[src/rtl/board_drop_engine_pkg.sv]
// Shared definitions for the board drop engine: FSM encoding, player ids and
// the bitmap cell-index helper.
package board_drop_engine_pkg;

    typedef enum logic [1:0] {
        S_READY  = 2'd0,
        S_COMMIT = 2'd1,
        S_CHECK  = 2'd2,
        S_END    = 2'd3
    } state_e;

    localparam logic PLAYER1 = 1'b0;
    localparam logic PLAYER2 = 1'b1;

    // Bitmap position of a cell: row-major, row 0 at the bottom.
    function automatic int unsigned cell_idx(input int unsigned row,
                                             input int unsigned col,
                                             input int unsigned cols);
        return row * cols + col;
    endfunction

endpackage

[src/rtl/board_drop_engine_if.sv]
// Drop request handshake between a player front end and the drop engine.
interface board_drop_engine_if #(
    parameter int unsigned COLS = 4
) ();
    localparam int unsigned CW = (COLS > 1) ? $clog2(COLS) : 1;

    logic          drop_valid;
    logic [CW-1:0] drop_column;
    logic          drop_ready;
    logic          drop_accept;
    logic          drop_reject;

    modport master (
        output drop_valid, drop_column,
        input  drop_ready, drop_accept, drop_reject
    );

    modport slave (
        input  drop_valid, drop_column,
        output drop_ready, drop_accept, drop_reject
    );
endinterface

[src/rtl/board_win_detect.sv]
// Combinational run detector: flags any horizontal or vertical run of WIN_LEN
// filled cells sharing one owner, and reports that owner.
module board_win_detect
    import board_drop_engine_pkg::*;
#(
    parameter int unsigned ROWS    = 4,
    parameter int unsigned COLS    = 4,
    parameter int unsigned WIN_LEN = 4
) (
    input  logic [ROWS*COLS-1:0] gameboard_i,
    input  logic [ROWS*COLS-1:0] players_i,
    output logic                 win_valid_c,
    output logic                 winner_c
);
    localparam int unsigned CELLS = ROWS * COLS;
    localparam int unsigned IW    = (CELLS > 1) ? $clog2(CELLS) : 1;

    logic        run_filled;
    logic        run_p1;
    logic        run_p2;
    int unsigned rr;
    int unsigned cc;

    // Slide a WIN_LEN window from every cell, rightwards (dir 0) and upwards (dir 1).
    always_comb begin
        win_valid_c = 1'b0;
        winner_c    = PLAYER1;
        run_filled  = 1'b0;
        run_p1      = 1'b0;
        run_p2      = 1'b0;
        rr          = 0;
        cc          = 0;
        for (int unsigned r = 0; r < ROWS; r++) begin
            for (int unsigned c = 0; c < COLS; c++) begin
                for (int unsigned dir = 0; dir < 2; dir++) begin
                    run_filled = 1'b1;
                    run_p1     = 1'b1;
                    run_p2     = 1'b1;
                    for (int unsigned k = 0; k < WIN_LEN; k++) begin
                        rr = (dir == 1) ? r + k : r;
                        cc = (dir == 0) ? c + k : c;
                        if (rr < ROWS && cc < COLS) begin
                            run_filled = run_filled & gameboard_i[IW'(cell_idx(rr, cc, COLS))];
                            run_p1     = run_p1 & (players_i[IW'(cell_idx(rr, cc, COLS))] == PLAYER1);
                            run_p2     = run_p2 & (players_i[IW'(cell_idx(rr, cc, COLS))] == PLAYER2);
                        end else begin
                            run_filled = 1'b0;
                        end
                    end
                    if (run_filled && (run_p1 || run_p2) && !win_valid_c) begin
                        win_valid_c = 1'b1;
                        winner_c    = run_p2 ? PLAYER2 : PLAYER1;
                    end
                end
            end
        end
    end

endmodule

[src/rtl/board_drop_engine.sv]
// Board drop engine: accepts column drops, stacks pieces per column, alternates
// players and reports board-full / win status.
// Optional feature: define WIN_DETECT_EN to build the win detector.
module board_drop_engine
    import board_drop_engine_pkg::*;
#(
    parameter int unsigned ROWS    = 4,
    parameter int unsigned COLS    = 4,
    parameter int unsigned WIN_LEN = 4
) (
    input  logic                 clk,
    input  logic                 reset,
    input  logic                 new_game,
    board_drop_engine_if.slave   drop_if,
    output logic [ROWS*COLS-1:0] out_gameboard,
    output logic [ROWS*COLS-1:0] out_players_cells,
    output logic                 next_player,
    output logic                 board_full,
    output logic                 win_valid,
    output logic                 winner
);
    localparam int unsigned CELLS = ROWS * COLS;
    localparam int unsigned HW    = $clog2(ROWS + 1);
    localparam int unsigned CW    = (COLS > 1) ? $clog2(COLS) : 1;
    localparam int unsigned IW    = (CELLS > 1) ? $clog2(CELLS) : 1;

    state_e           state_q;
    logic [HW-1:0]    height_q [COLS];
    logic [CW-1:0]    col_q;
    logic [IW-1:0]    cell_q;
    logic             legal_q;
    logic [CELLS-1:0] board_q;
    logic [CELLS-1:0] owner_q;
    logic             next_player_q;
    logic             board_full_q;
    logic             win_valid_q;
    logic             winner_q;
    logic             drop_ready_q;
    logic             drop_accept_q;
    logic             drop_reject_q;

    logic [HW-1:0]    req_height_c;
    logic             req_hit_c;
    logic             req_legal_c;
    logic             full_c;
    logic             win_c;
    logic             win_owner_c;

    // Height of the requested column; an index at or beyond COLS matches nothing.
    always_comb begin
        req_height_c = '0;
        req_hit_c    = 1'b0;
        for (int unsigned c = 0; c < COLS; c++) begin
            if (drop_if.drop_column == CW'(c)) begin
                req_height_c = height_q[c];
                req_hit_c    = 1'b1;
            end
        end
    end

    assign req_legal_c = req_hit_c && (req_height_c < HW'(ROWS));
    assign full_c      = &board_q;

`ifdef WIN_DETECT_EN
    board_win_detect #(
        .ROWS    (ROWS),
        .COLS    (COLS),
        .WIN_LEN (WIN_LEN)
    ) u_win_detect (
        .gameboard_i (board_q),
        .players_i   (owner_q),
        .win_valid_c (win_c),
        .winner_c    (win_owner_c)
    );
`else
    logic unused_win_len;
    assign win_c          = 1'b0;
    assign win_owner_c    = 1'b0;
    assign unused_win_len = ^32'(WIN_LEN);
`endif

    // Move sequencer: legality is decided at the handshake so accept/reject can
    // be a registered pulse during the commit cycle.
    always_ff @(posedge clk) begin
        if (reset || new_game) begin
            state_q       <= S_READY;
            col_q         <= '0;
            cell_q        <= '0;
            legal_q       <= 1'b0;
            board_q       <= '0;
            owner_q       <= '0;
            next_player_q <= PLAYER1;
            board_full_q  <= 1'b0;
            win_valid_q   <= 1'b0;
            winner_q      <= 1'b0;
            drop_ready_q  <= 1'b1;
            drop_accept_q <= 1'b0;
            drop_reject_q <= 1'b0;
            for (int unsigned c = 0; c < COLS; c++) begin
                height_q[c] <= '0;
            end
        end else begin
            drop_accept_q <= 1'b0;
            drop_reject_q <= 1'b0;
            case (state_q)
                S_READY: begin
                    if (drop_if.drop_valid && drop_ready_q) begin
                        col_q         <= drop_if.drop_column;
                        cell_q        <= IW'(cell_idx(32'(req_height_c), 32'(drop_if.drop_column), COLS));
                        legal_q       <= req_legal_c;
                        drop_accept_q <= req_legal_c;
                        drop_reject_q <= !req_legal_c;
                        drop_ready_q  <= 1'b0;
                        state_q       <= S_COMMIT;
                    end
                end
                S_COMMIT: begin
                    if (legal_q) begin
                        board_q[cell_q] <= 1'b1;
                        owner_q[cell_q] <= next_player_q;
                        next_player_q   <= ~next_player_q;
                        for (int unsigned c = 0; c < COLS; c++) begin
                            if (col_q == CW'(c) && height_q[c] < HW'(ROWS)) begin
                                height_q[c] <= height_q[c] + 1'b1;
                            end
                        end
                        state_q <= S_CHECK;
                    end else begin
                        drop_ready_q <= 1'b1;
                        state_q      <= S_READY;
                    end
                end
                S_CHECK: begin
                    board_full_q <= full_c;
                    win_valid_q  <= win_c;
                    winner_q     <= win_c & win_owner_c;
                    if (full_c || win_c) begin
                        state_q <= S_END;
                    end else begin
                        drop_ready_q <= 1'b1;
                        state_q      <= S_READY;
                    end
                end
                default: begin
                    // S_END holds everything until a clear.
                end
            endcase
        end
    end

    assign drop_if.drop_ready  = drop_ready_q;
    assign drop_if.drop_accept = drop_accept_q;
    assign drop_if.drop_reject = drop_reject_q;
    assign out_gameboard       = board_q;
    assign out_players_cells   = owner_q;
    assign next_player         = next_player_q;
    assign board_full          = board_full_q;
    assign win_valid           = win_valid_q;
    assign winner              = winner_q;

endmodule

[src/flat_wrapper.sv]
// flat-port wrapper written by rule: the top's interface ports become plain ports
module board_drop_engine_flat import board_drop_engine_pkg::*;
#(
    parameter int unsigned ROWS    = 4,
    parameter int unsigned COLS    = 4,
    parameter int unsigned WIN_LEN = 4
)
  (clk, reset, new_game, out_gameboard, out_players_cells, next_player, board_full, win_valid, winner, drop_if_drop_valid, drop_if_drop_column, drop_if_drop_ready, drop_if_drop_accept, drop_if_drop_reject);
  board_drop_engine_if #(.COLS(COLS)) drop_if_i ();
  input  logic clk;
  input  logic reset;
  input  logic new_game;
  output logic [ROWS*COLS-1:0] out_gameboard;
  output logic [ROWS*COLS-1:0] out_players_cells;
  output logic next_player;
  output logic board_full;
  output logic win_valid;
  output logic winner;
  input wire logic [$bits(drop_if_i.drop_valid)-1:0] drop_if_drop_valid;
  input wire logic [$bits(drop_if_i.drop_column)-1:0] drop_if_drop_column;
  output wire logic [$bits(drop_if_i.drop_ready)-1:0] drop_if_drop_ready;
  output wire logic [$bits(drop_if_i.drop_accept)-1:0] drop_if_drop_accept;
  output wire logic [$bits(drop_if_i.drop_reject)-1:0] drop_if_drop_reject;
  assign drop_if_i.drop_valid = drop_if_drop_valid;
  assign drop_if_i.drop_column = drop_if_drop_column;
  assign drop_if_drop_ready = drop_if_i.drop_ready;
  assign drop_if_drop_accept = drop_if_i.drop_accept;
  assign drop_if_drop_reject = drop_if_i.drop_reject;
  board_drop_engine #(.ROWS(ROWS), .COLS(COLS), .WIN_LEN(WIN_LEN)) u_core (.clk(clk), .reset(reset), .new_game(new_game), .drop_if(drop_if_i), .out_gameboard(out_gameboard), .out_players_cells(out_players_cells), .next_player(next_player), .board_full(board_full), .win_valid(win_valid), .winner(winner));
endmodule
[config.mk]
export PLATFORM = sky130hd
export DESIGN_NAME = board_drop_engine_flat
export DESIGN_NICKNAME = d
export VERILOG_FILES = /design/src/rtl/board_drop_engine_pkg.sv /design/src/rtl/board_drop_engine_if.sv /design/src/rtl/board_win_detect.sv /design/src/rtl/board_drop_engine.sv /design/src/flat_wrapper.sv
export SDC_FILE = /design/constraint.sdc
export NUM_CORES = 1
export LEC_CHECK = 0
export ABC_AREA = 1
export BUFFER_PORTS_ARGS = -buffer_cell sky130_fd_sc_hd__buf_2
export CAP_MARGIN = 5
export CORE_MARGIN = 3
export CORE_UTILIZATION = 58
export DETAILED_ROUTE_END_ITERATION = 6
export PLACE_DENSITY = 0.81
export RECOVER_POWER = 50
export REMOVE_ABC_BUFFERS = 1
export SYNTH_ARGS = -nofsm -noshare
export SYNTH_HDL_FRONTEND = slang
export SYNTH_SLANG_ARGS = --single-unit
[constraint.sdc]
create_clock -name clk -period 3.2 [get_ports clk]
set_clock_uncertainty 0.1 [all_clocks]
set_input_delay 0.64 -clock clk [delete_from_list [all_inputs] [get_ports clk]]
set_output_delay 0.64 -clock clk [all_outputs]
set_load 0.1 [all_outputs]
# Yosys cells after proc, flatten, opt, wreduce, memory -nomap -nowiden
# Memories as Yosys holds them, arrays and structs flattened.
# Cells that the tools add are included.
[totals] reg_bits=46 ram_bits=12 output_inout_bits=39 elab_cells=107 memories=1
[classes] add_sub_neg=5 n_lt_le_gt_ge=7 eq_ne=11 mux=45 bitwise=8 n_reduce_logical=19
[memory_table] memory="u_core.height_q" depth=4 word_bits=3 rd=4 rd_ports_with_merged_regs=0 write_ports=4 line="board_drop_engine.sv:28" source="logic [HW-1:0] height_q [COLS];"
[op_table] operator="$mux 1" n=30
[op_table] operator="$mux 3" n=8
[op_table] operator="$bwmux 16" n=1
[op_table] operator="$or 16x16->16" n=1
[op_table] operator="$reduce_and 16->1" n=1
[op_table] operator="$lt 3x3->1 const B" n=5
[op_table] operator="$add 3x1->3 const B" n=4
[op_table] operator="$eq 2x2->1 const B" n=5
[op_table] operator="$logic_and 1x1->1" n=7
[op_table] operator="$eq 2x1->1 const B" n=3
[op_table] operator="$logic_not 2->1" n=3
[op_table] operator="$mux 2" n=3
[op_table] operator="$pmux 2 s3" n=1
[op_table] operator="$reduce_and 2->1" n=3
[op_table] operator="$lt 4x5->1 const B" n=1
[op_table] operator="$add 4x2->4" n=1
[op_table] operator="$demux 1 s4" n=1
[op_table] operator="$ge 4x1->1 const B" n=1
[op_table] operator="$ne 2x2->1 const B" n=2
[op_table] operator="$or 1x1->1" n=4
[op_table] operator="$reduce_and 4->1" n=1
[op_table] operator="$not 1->1" n=3
[op_table] operator="$pmux 1 s3" n=1
[op_table] operator="$reduce_bool 3->1" n=1
[op_table] operator="4 further kinds" n=4

# Longest topological paths before layout
# Gate-level depths: netlist of the first run.
# An unclocked memory read counts as a cell.
[logic_depth] depth_word=9 mapped_depth=10 depth_no_buf=10

# Least setup slack after synthesis of the first run
# No wires, ideal clock.
[synth_path] path_type="register to register" start="register u_core.next_player_q (netlist: u_core.next_player)" end="register u_core.owner_q[12] (netlist: u_core.out_players_cells[12])" arrival_time_ps=1776 t_required_ps=3030 path_slack_ps=1254 path_stages_with_launch=5 n_path_buf=2 period_less_slack_ps=1946 path_cell_list="dfxtp_1 -> clkbuf_1 -> clkbuf_1 -> nand3_1 -> a21oi_1"
[synth_between] elab_chain_len=1
[synth_rtl] item="from (decl)" line="board_drop_engine.sv:34" source="logic next_player_q;"
[synth_rtl] item="from (signal assigned)" line="board_drop_engine.sv:121" source="next_player_q <= ~next_player_q;"
[synth_rtl] item="$bwmux 16" line="board_drop_engine.sv:120" source="owner_q[cell_q] <= next_player_q;"
[synth_rtl] item="to (signal, indexed assignment)" line="board_drop_engine.sv:120"
[synth_rtl] item="to (decl)" line="board_drop_engine.sv:33" source="logic [CELLS-1:0] owner_q;"
# No other way between the ends.
# A chain may end at the register's enable or synchronous reset.

# Worst setup path after layout of the first run
[layout_path] start="register u_core.board_q[3] (netlist: u_core.out_gameboard[3])" end="output out_gameboard[3]"
[layout_rtl] item="from (decl)" line="board_drop_engine.sv:32" source="logic [CELLS-1:0] board_q;"
[layout_rtl] item="from (signal assigned)" line="board_drop_engine.sv:90" source="board_q <= '0;"
[layout_rtl] item="from (signal, indexed assignment)" line="board_drop_engine.sv:119" source="board_q[cell_q] <= 1'b1;"
[layout_rtl] item="to (decl)" line="flat_wrapper.sv:13" source="output logic [ROWS*COLS-1:0] out_gameboard;"
# No word-level cell between the ends.

==> results of run 1 <==
## tightest hold or removal path: cells and delay by family (launching register included)
kind | cells | cell delay [ps]
AO/OA/AOI/OAI | 1 | 50
flip-flops | 1 | 330
buffers and inverters | 1 | 50
## worst max path at each step
stage / slack (ps) / endpoint / startpoint / depth (start not counted)
after floorplan: 1100 / u_core.drop_if.drop_reject$_SDFF_PP0_ / new_game / 3
after global placement: 1220 / u_core.drop_if.drop_reject$_SDFF_PP0_ / new_game / 5
after detailed placement: 1150 / u_core.drop_if.drop_reject$_SDFF_PP0_ / new_game / 5
after CTS: 1190 / u_core.height_q[0][1]$_SDFFCE_PN0P_ / u_core.state_q[1]$_SDFFE_PP0P_ / 6
after global routing: 670 / u_core.drop_if.drop_reject$_SDFF_PP0_ / new_game / 5
final: 900 / out_gameboard[3] / u_core.out_gameboard[3]$_SDFFE_PP0P_ / 1
## state kept, by name (all words and copies together), names as in the netlist
| signal | cells |
|---|---|
| u_core.out_gameboard | 16 |
| u_core.legal_q | 1 |
| u_core.cell_q | 4 |
| u_core.drop_if.drop_ready | 1 |
| u_core.next_player | 1 |
| u_core.board_full | 1 |
| u_core.drop_if.drop_reject | 1 |
| u_core.state_q | 2 |
| u_core.height_q | 12 |
| u_core.out_players_cells | 16 |
| u_core.drop_if.drop_accept | 1 |
## metrics by stage
| stage | utilization, % | power, mW |
|---|---|---|
| 2_1_floorplan | - | 0.820 |
| 6_report | 71.0 | 1.29 |
| 3_3_place_gp | 69.0 | 0.840 |
| 5_1_grt | 71.0 | 1.33 |
| 4_1_cts | 71.9 | 1.29 |
| 3_5_place_dp | 69.0 | 0.842 |
## power breakdown
group | internal [mW] | leakage, nW | switching (mW)
Sequential | 0.732 | 0.489 | 0.00985
Combinational | 0.0167 | 0.489 | 0.0669
Clock | 0.233 | 0.0585 | 0.228
## layer usage
layer	routed length (um)	GRT usage [%]	vias up
met2	2080	29.0	52
met1	2240	27.6	875
met4	107	8.30	0
li1	-	-	1030
met5	0	0	-
met3	240	3.88	11
## cells by family after synthesis
family | synth area share [%]
and+or+nand+nor | 23.8
buffers and inverters | 8.85
adders and majority gates | 4.22
AOI/OAI and AO/OA | 10.4
DFF | 52.3
other | 0.158
xor gates and xnor gates | 0.369
## placed cells by master, fill, tap and decap left out
| cell type | n |
|---|---|
| a31oi_1 | 1 |
| nor3_1 | 1 |
| buf_2 | 19 |
| nand4_1 | 2 |
| inv_4 | 1 |
| edfxtp_1 | 12 |
| nor3_4 | 3 |
| clkbuf_2 | 1 |
| nand3_1 | 33 |
| inv_1 | 44 |
| a21oi_1 | 39 |
| bufinv_16 | 1 |
| nor2_1 | 25 |
| nand2_1 | 57 |
| o21ai_0 | 9 |
| clkinv_1 | 1 |
| nor3_2 | 1 |
| clkbuf_8 | 5 |
| xor2_1 | 1 |
| clkinv_2 | 1 |
| ha_1 | 8 |
| conb_1 | 2 |
| dfxtp_1 | 44 |
| nand2_2 | 1 |
| clkbuf_1 | 23 |
| buf_4 | 1 |
| and3_1 | 1 |
## layout make-up
cell class	instances	area, um^2
Clock buffer	5	68.8
Clock inverter	3	41.3
Fill cell	305	1100
Inverter	45	169
Multi-Input combinational cell	184	925
Sequential cell	56	1240
Tap cell	48	60.1
Timing Repair Buffer	44	194
==> reports/metrics.csv, run 1 <==
metric;value;unit
status;finished, final reports clean;
cts_max_level;2;
dpl.cell_count;377;
grt_overflow;0;
slowest_stage;clkbuf_1;
crit_type;reg -> out;
avgSynthCellArea;8.11;um^2
pre_cts_ws;1150;ps
cts_buffers;5;
drt_wl_total;4670;um
drt-vias-per-instance;5.11;
core;0.00380;mm^2
antenna_cells;0;
synth_commonest_cells;nand2_1 (57), dfxtp_1 (44), inv_1 (44), a21oi_1 (39), nand3_1 (33);
max_slew.worst_pin.slew;1190;ps
yosysTopAreaCell;dfxtp_1;
drtPass1Iterations;4;
tns;0;ps
path_buf_inv;1;
die_w;70.0;um
design_area;0.00270;mm^2
ir_drop;0.352;mV
yosysMostFrequentCell;nand2_1;
start_util;62.5;%
clock-sinks;56;
synth_ff_type;dfxtp_1;
cts.clk_slew.worst_paths;100;ps
r2r-start;u_core.state_q[1]$_SDFFE_PP0P_;
setup_violations;0;
fp.dieH;70.0;um
syn_inst;293;
port_buffers;42;
r2r_cells;6;
cts-resized-gates;0;
clock_latency;310;ps
synth.top_cell.area_share;37.1;%
dpl.hpwl;3320;um
path_cells;clkbuf_1;
crit_arrival;1560;ps
root_buffer;clkbuf_8;
ctsLongestPathBuffers;2;
hp-start;u_core.out_gameboard[1]$_SDFFE_PP0P_;
holdPathEnd;u_core.out_gameboard[1]$_SDFFE_PP0P_;
min_path_type;reg -> reg;
yosys_register_bits;56;
placed_cell_area;0.00262;mm^2
ys_types;23;
fin_ws;905;ps
yosysSeqAreaShare;52.3;%
cp_slowest_stage_delay;880;ps
nNetsFinal;350;
drive_above_1_share;10.1;%
p_per_area;476;mW/mm^2
place_congestion;0.780;
grtUsageTotal;19.5;%
vias;1968;
postCtsHoldBufs;0;
cts_tree;built;
hold_path_depth;2;
grt_max_degree;37;
synth_edf_count;12;
maxCapViolCount;0;
final_antenna_net_count;0;
grt_setup_unrepaired;no;
route.detailed.wl_per_inst;12.1;um
p_leak;1.04;nW
post_cts_buffers;0;
grt_pass1_vias;1684;
crit_required;2460;ps
dieArea;0.00490;mm^2
syn_area;0.00237;mm^2
rows;22;
slew_violations;0;
io_pins;45;
stdcell_count;385;
finalCritPeriodShare;71.7;%
ff2ff_setup_slack;1180;ps
fmax;436;MHz
yosys_warnings;0;
drc_errors;0;
netlist_top_cells_area;dfxtp_1 (37%), edfxtp_1 (15%), nand2_1 (9.0%), a21oi_1 (8.2%), inv_1 (7.0%);
crit_family;buffers and inverters;
max-slew-margin-rel;21.1;%
finalHoldViolations;0;
endpoint_kind;primary output;
antenna_found_initial;0;
grt_pass1_wl;7730;um
drtIter0Drc;97;
r2r_end;u_core.height_q[0][2]$_SDFFCE_PN0P_;
area_delta_synth_final;13.6;%
period_needed;2300;ps
crit_fanout;3;
start_kind;flip-flop;
ys_async_sr_fraction;0;%
whs;365;ps
Power figures use the tool's default switching activity.
==> run 2: changes to the inputs <==
--- a/config.mk
+++ b/config.mk
@@ -9,9 +9,9 @@
 export BUFFER_PORTS_ARGS = -buffer_cell sky130_fd_sc_hd__buf_2
 export CAP_MARGIN = 5
 export CORE_MARGIN = 3
-export CORE_UTILIZATION = 58
+export CORE_UTILIZATION = 49
 export DETAILED_ROUTE_END_ITERATION = 6
-export PLACE_DENSITY = 0.81
+export PLACE_DENSITY = 0.73
 export RECOVER_POWER = 50
 export REMOVE_ABC_BUFFERS = 1
 export SYNTH_ARGS = -nofsm -noshare
==> constraint.sdc (replaced) <==
create_clock -name clk -period 1.9 [get_ports clk]
set_clock_uncertainty 0.1 [all_clocks]
set_input_delay 0.38 -clock clk [delete_from_list [all_inputs] [get_ports clk]]
set_output_delay 0.38 -clock clk [all_outputs]
set_load 0.1 [all_outputs]
==> run 2 against run 1 <==
  * Register-to-register slack worse by 1100 ps
  * Sequential power up 69%
  * Non-clock buffer count up 6
  * Die area up 17%
  * Core utilization down 9.4 points
  * First-iteration DRC count up 65%
  * Sequential share of layout area down 1.3 points
  * Highest routed layer unchanged
==> reports/metrics.csv, run 2 (synthesis gave the netlist of run 1 again) <==
metric;value;unit;change
status;finished, final reports clean;;
clock_latency;310;ps;about the same
area_delta_synth_final;16.9;%;
grt_setup_unrepaired;no;;
setup_violations;0;;unchanged
rows;24;;+9.1%
whs;315;ps;-50.0 ps
fmax;555;MHz;
port_buffers;42;;unchanged
multi_input_area;927;um^2;+0.27%
endpoint_kind;flip-flop;;
grtUsageTotal;17.6;%;-1.9 points
slew_violations;0;;unchanged
p_per_area;765;mW/mm^2;+61%
min_path_type;in -> reg;;
start_kind;flip-flop;;
drtPass1Iterations;5;;+1
final_antenna_net_count;0;;unchanged
place_congestion;0.795;;+1.9%
max-slew-margin-rel;63.6;%;+42 points
finalHoldViolations;0;;unchanged
dieArea;0.00572;mm^2;+17%
route.detailed.wl_per_inst;12.2;um;+0.20%
slowest_stage;nor3_4;;
start_util;52.7;%;-9.8 points
drt_wl_total;4800;um;+2.8%
tns;0;ps;unchanged
mostFrequentLayoutCells;nand2_1 (57), inv_1 (44), dfxtp_1 (44), a21oi_1 (39), clkbuf_2 (37);;
maxCapViolCount;0;;unchanged
antenna_found_initial;0;;unchanged
io_pins;45;;unchanged
grt_max_degree;37;;unchanged
p_leak;1.13;nW;+8.9%
cts-resized-gates;0;;unchanged
final_common_cell;nand2_1;;
cts.clk_slew.worst_paths;110;ps;about the same
ff_latch_area;0.00124;mm^2;unchanged
dpl.hpwl;3630;um;+9.3%
max_slew.worst_pin.slew;548;ps;-640 ps
drive_above_1_share;18.1;%;+8.0 points
crit_required;1810;ps;-650 ps
drt-vias-per-instance;5.02;;-1.8%
vias;1983;;+0.76%
cts_tree;built;;
die_w;75.6;um;+8.0%
finalCritPeriodShare;94.9;%;
grt_pass1_vias;1784;;+5.9%
grt_pass1_wl;7730;um;about the same
path_common_cell;nand2_1;;
ir_drop;0.517;mV;+47%
ctsLongestPathBuffers;2;;unchanged
antenna_cells;0;;unchanged
drc_errors;0;;unchanged
core;0.00450;mm^2;+19%
cts_buffers;5;;unchanged
crit_type;reg -> reg;;
cts_max_level;2;;unchanged
path_cells;inv_1 > ha_1 > nand2_2 > nor3_4 > nand2_1 > nand2_1;;
root_buffer;clkbuf_8;;
clock-sinks;56;;unchanged
fp.dieH;75.6;um;+8.0%
period_needed;1800;ps;
nFillCells;419;;+37%
nNetsFinal;356;;+1.7%
crit_fanout;10;;+7
crit_arrival;1720;ps;+160 ps
grt_overflow;0;;unchanged
drtIter0Drc;160;;+65%
cp_slowest_stage_delay;360;ps;-520 ps
## run 2: path summary, 6_finish.rpt
path | from | end | slack (ps) | cells past startpoint
setup / recovery | u_core.state_q[1]$_SDFFE_PP0P_ | u_core.height_q[3][2]$_SDFFCE_PN0P_ | 100 | 6
hold / removal | drop_if_drop_column[1] | u_core.cell_q[1]$_SDFFE_PP0N_ | 310 | 3
setup reg to reg | u_core.state_q[1]$_SDFFE_PP0P_ | u_core.height_q[3][2]$_SDFFCE_PN0P_ | 100 | 6
hold reg to reg | u_core.out_players_cells[4]$_SDFFE_PP0P_ | u_core.out_players_cells[4]$_SDFFE_PP0P_ | 370 | 2
## run 2: power breakdown
part,total [mW],switching (mW),internal (mW)
registers,1.25,0.0175,1.23
logic,0.144,0.113,0.0317
clock network,0.729,0.383,0.346
## run 2: cell type report
type,instances,area share [%]
Sequential cell,56,44.7
Multi-Input combinational cell,184,33.4
Timing Repair Buffer,50,9.60
Inverter,45,6.09
Clock buffer,7,3.52
Tap cell,52,2.34
Clock inverter,1,0.316
## run 2: routing by layer
| metal | GRT usage, % | vias to the layer above | part of all wire, % |
|---|---|---|---|
| met1 | 23.6 | 898 | 48 |
| met4 | 6.02 | 0 | 1.1 |
| met2 | 28.9 | 43 | 47 |
| met5 | 0 | - | 0 |
| met3 | 2.90 | 4 | 3.2 |
| li1 | - | 1038 | - |
## run 2: metrics by stage
stage	instance area (um^2)	power [mW]	setup WS, ps	std cells	util [%]
2_1_floorplan	2340	1.38	20.4	285	-
3_3_place_gp	2670	1.42	177	384	59.2
3_5_place_dp	2670	1.42	120	384	59.2
4_1_cts	2770	2.13	88.1	392	61.5
5_1_grt	2780	2.19	0.261	395	61.6
6_report	2780	2.12	97.6	395	61.6
## run 2: what timing repair did
item,CTS,global route
buffers inserted,0,3
setup endpoints to repair,0,4
hold buffers,0,0
## run 2: critical path, delay by kind of cell, from the launching register on
kind / cells / cell delay, ps
AND/OR/NAND/NOR: 4 / 780
flip-flops: 1 / 350
adder cells (fa/ha/maj): 1 / 190
buffers and inverters: 1 / 80
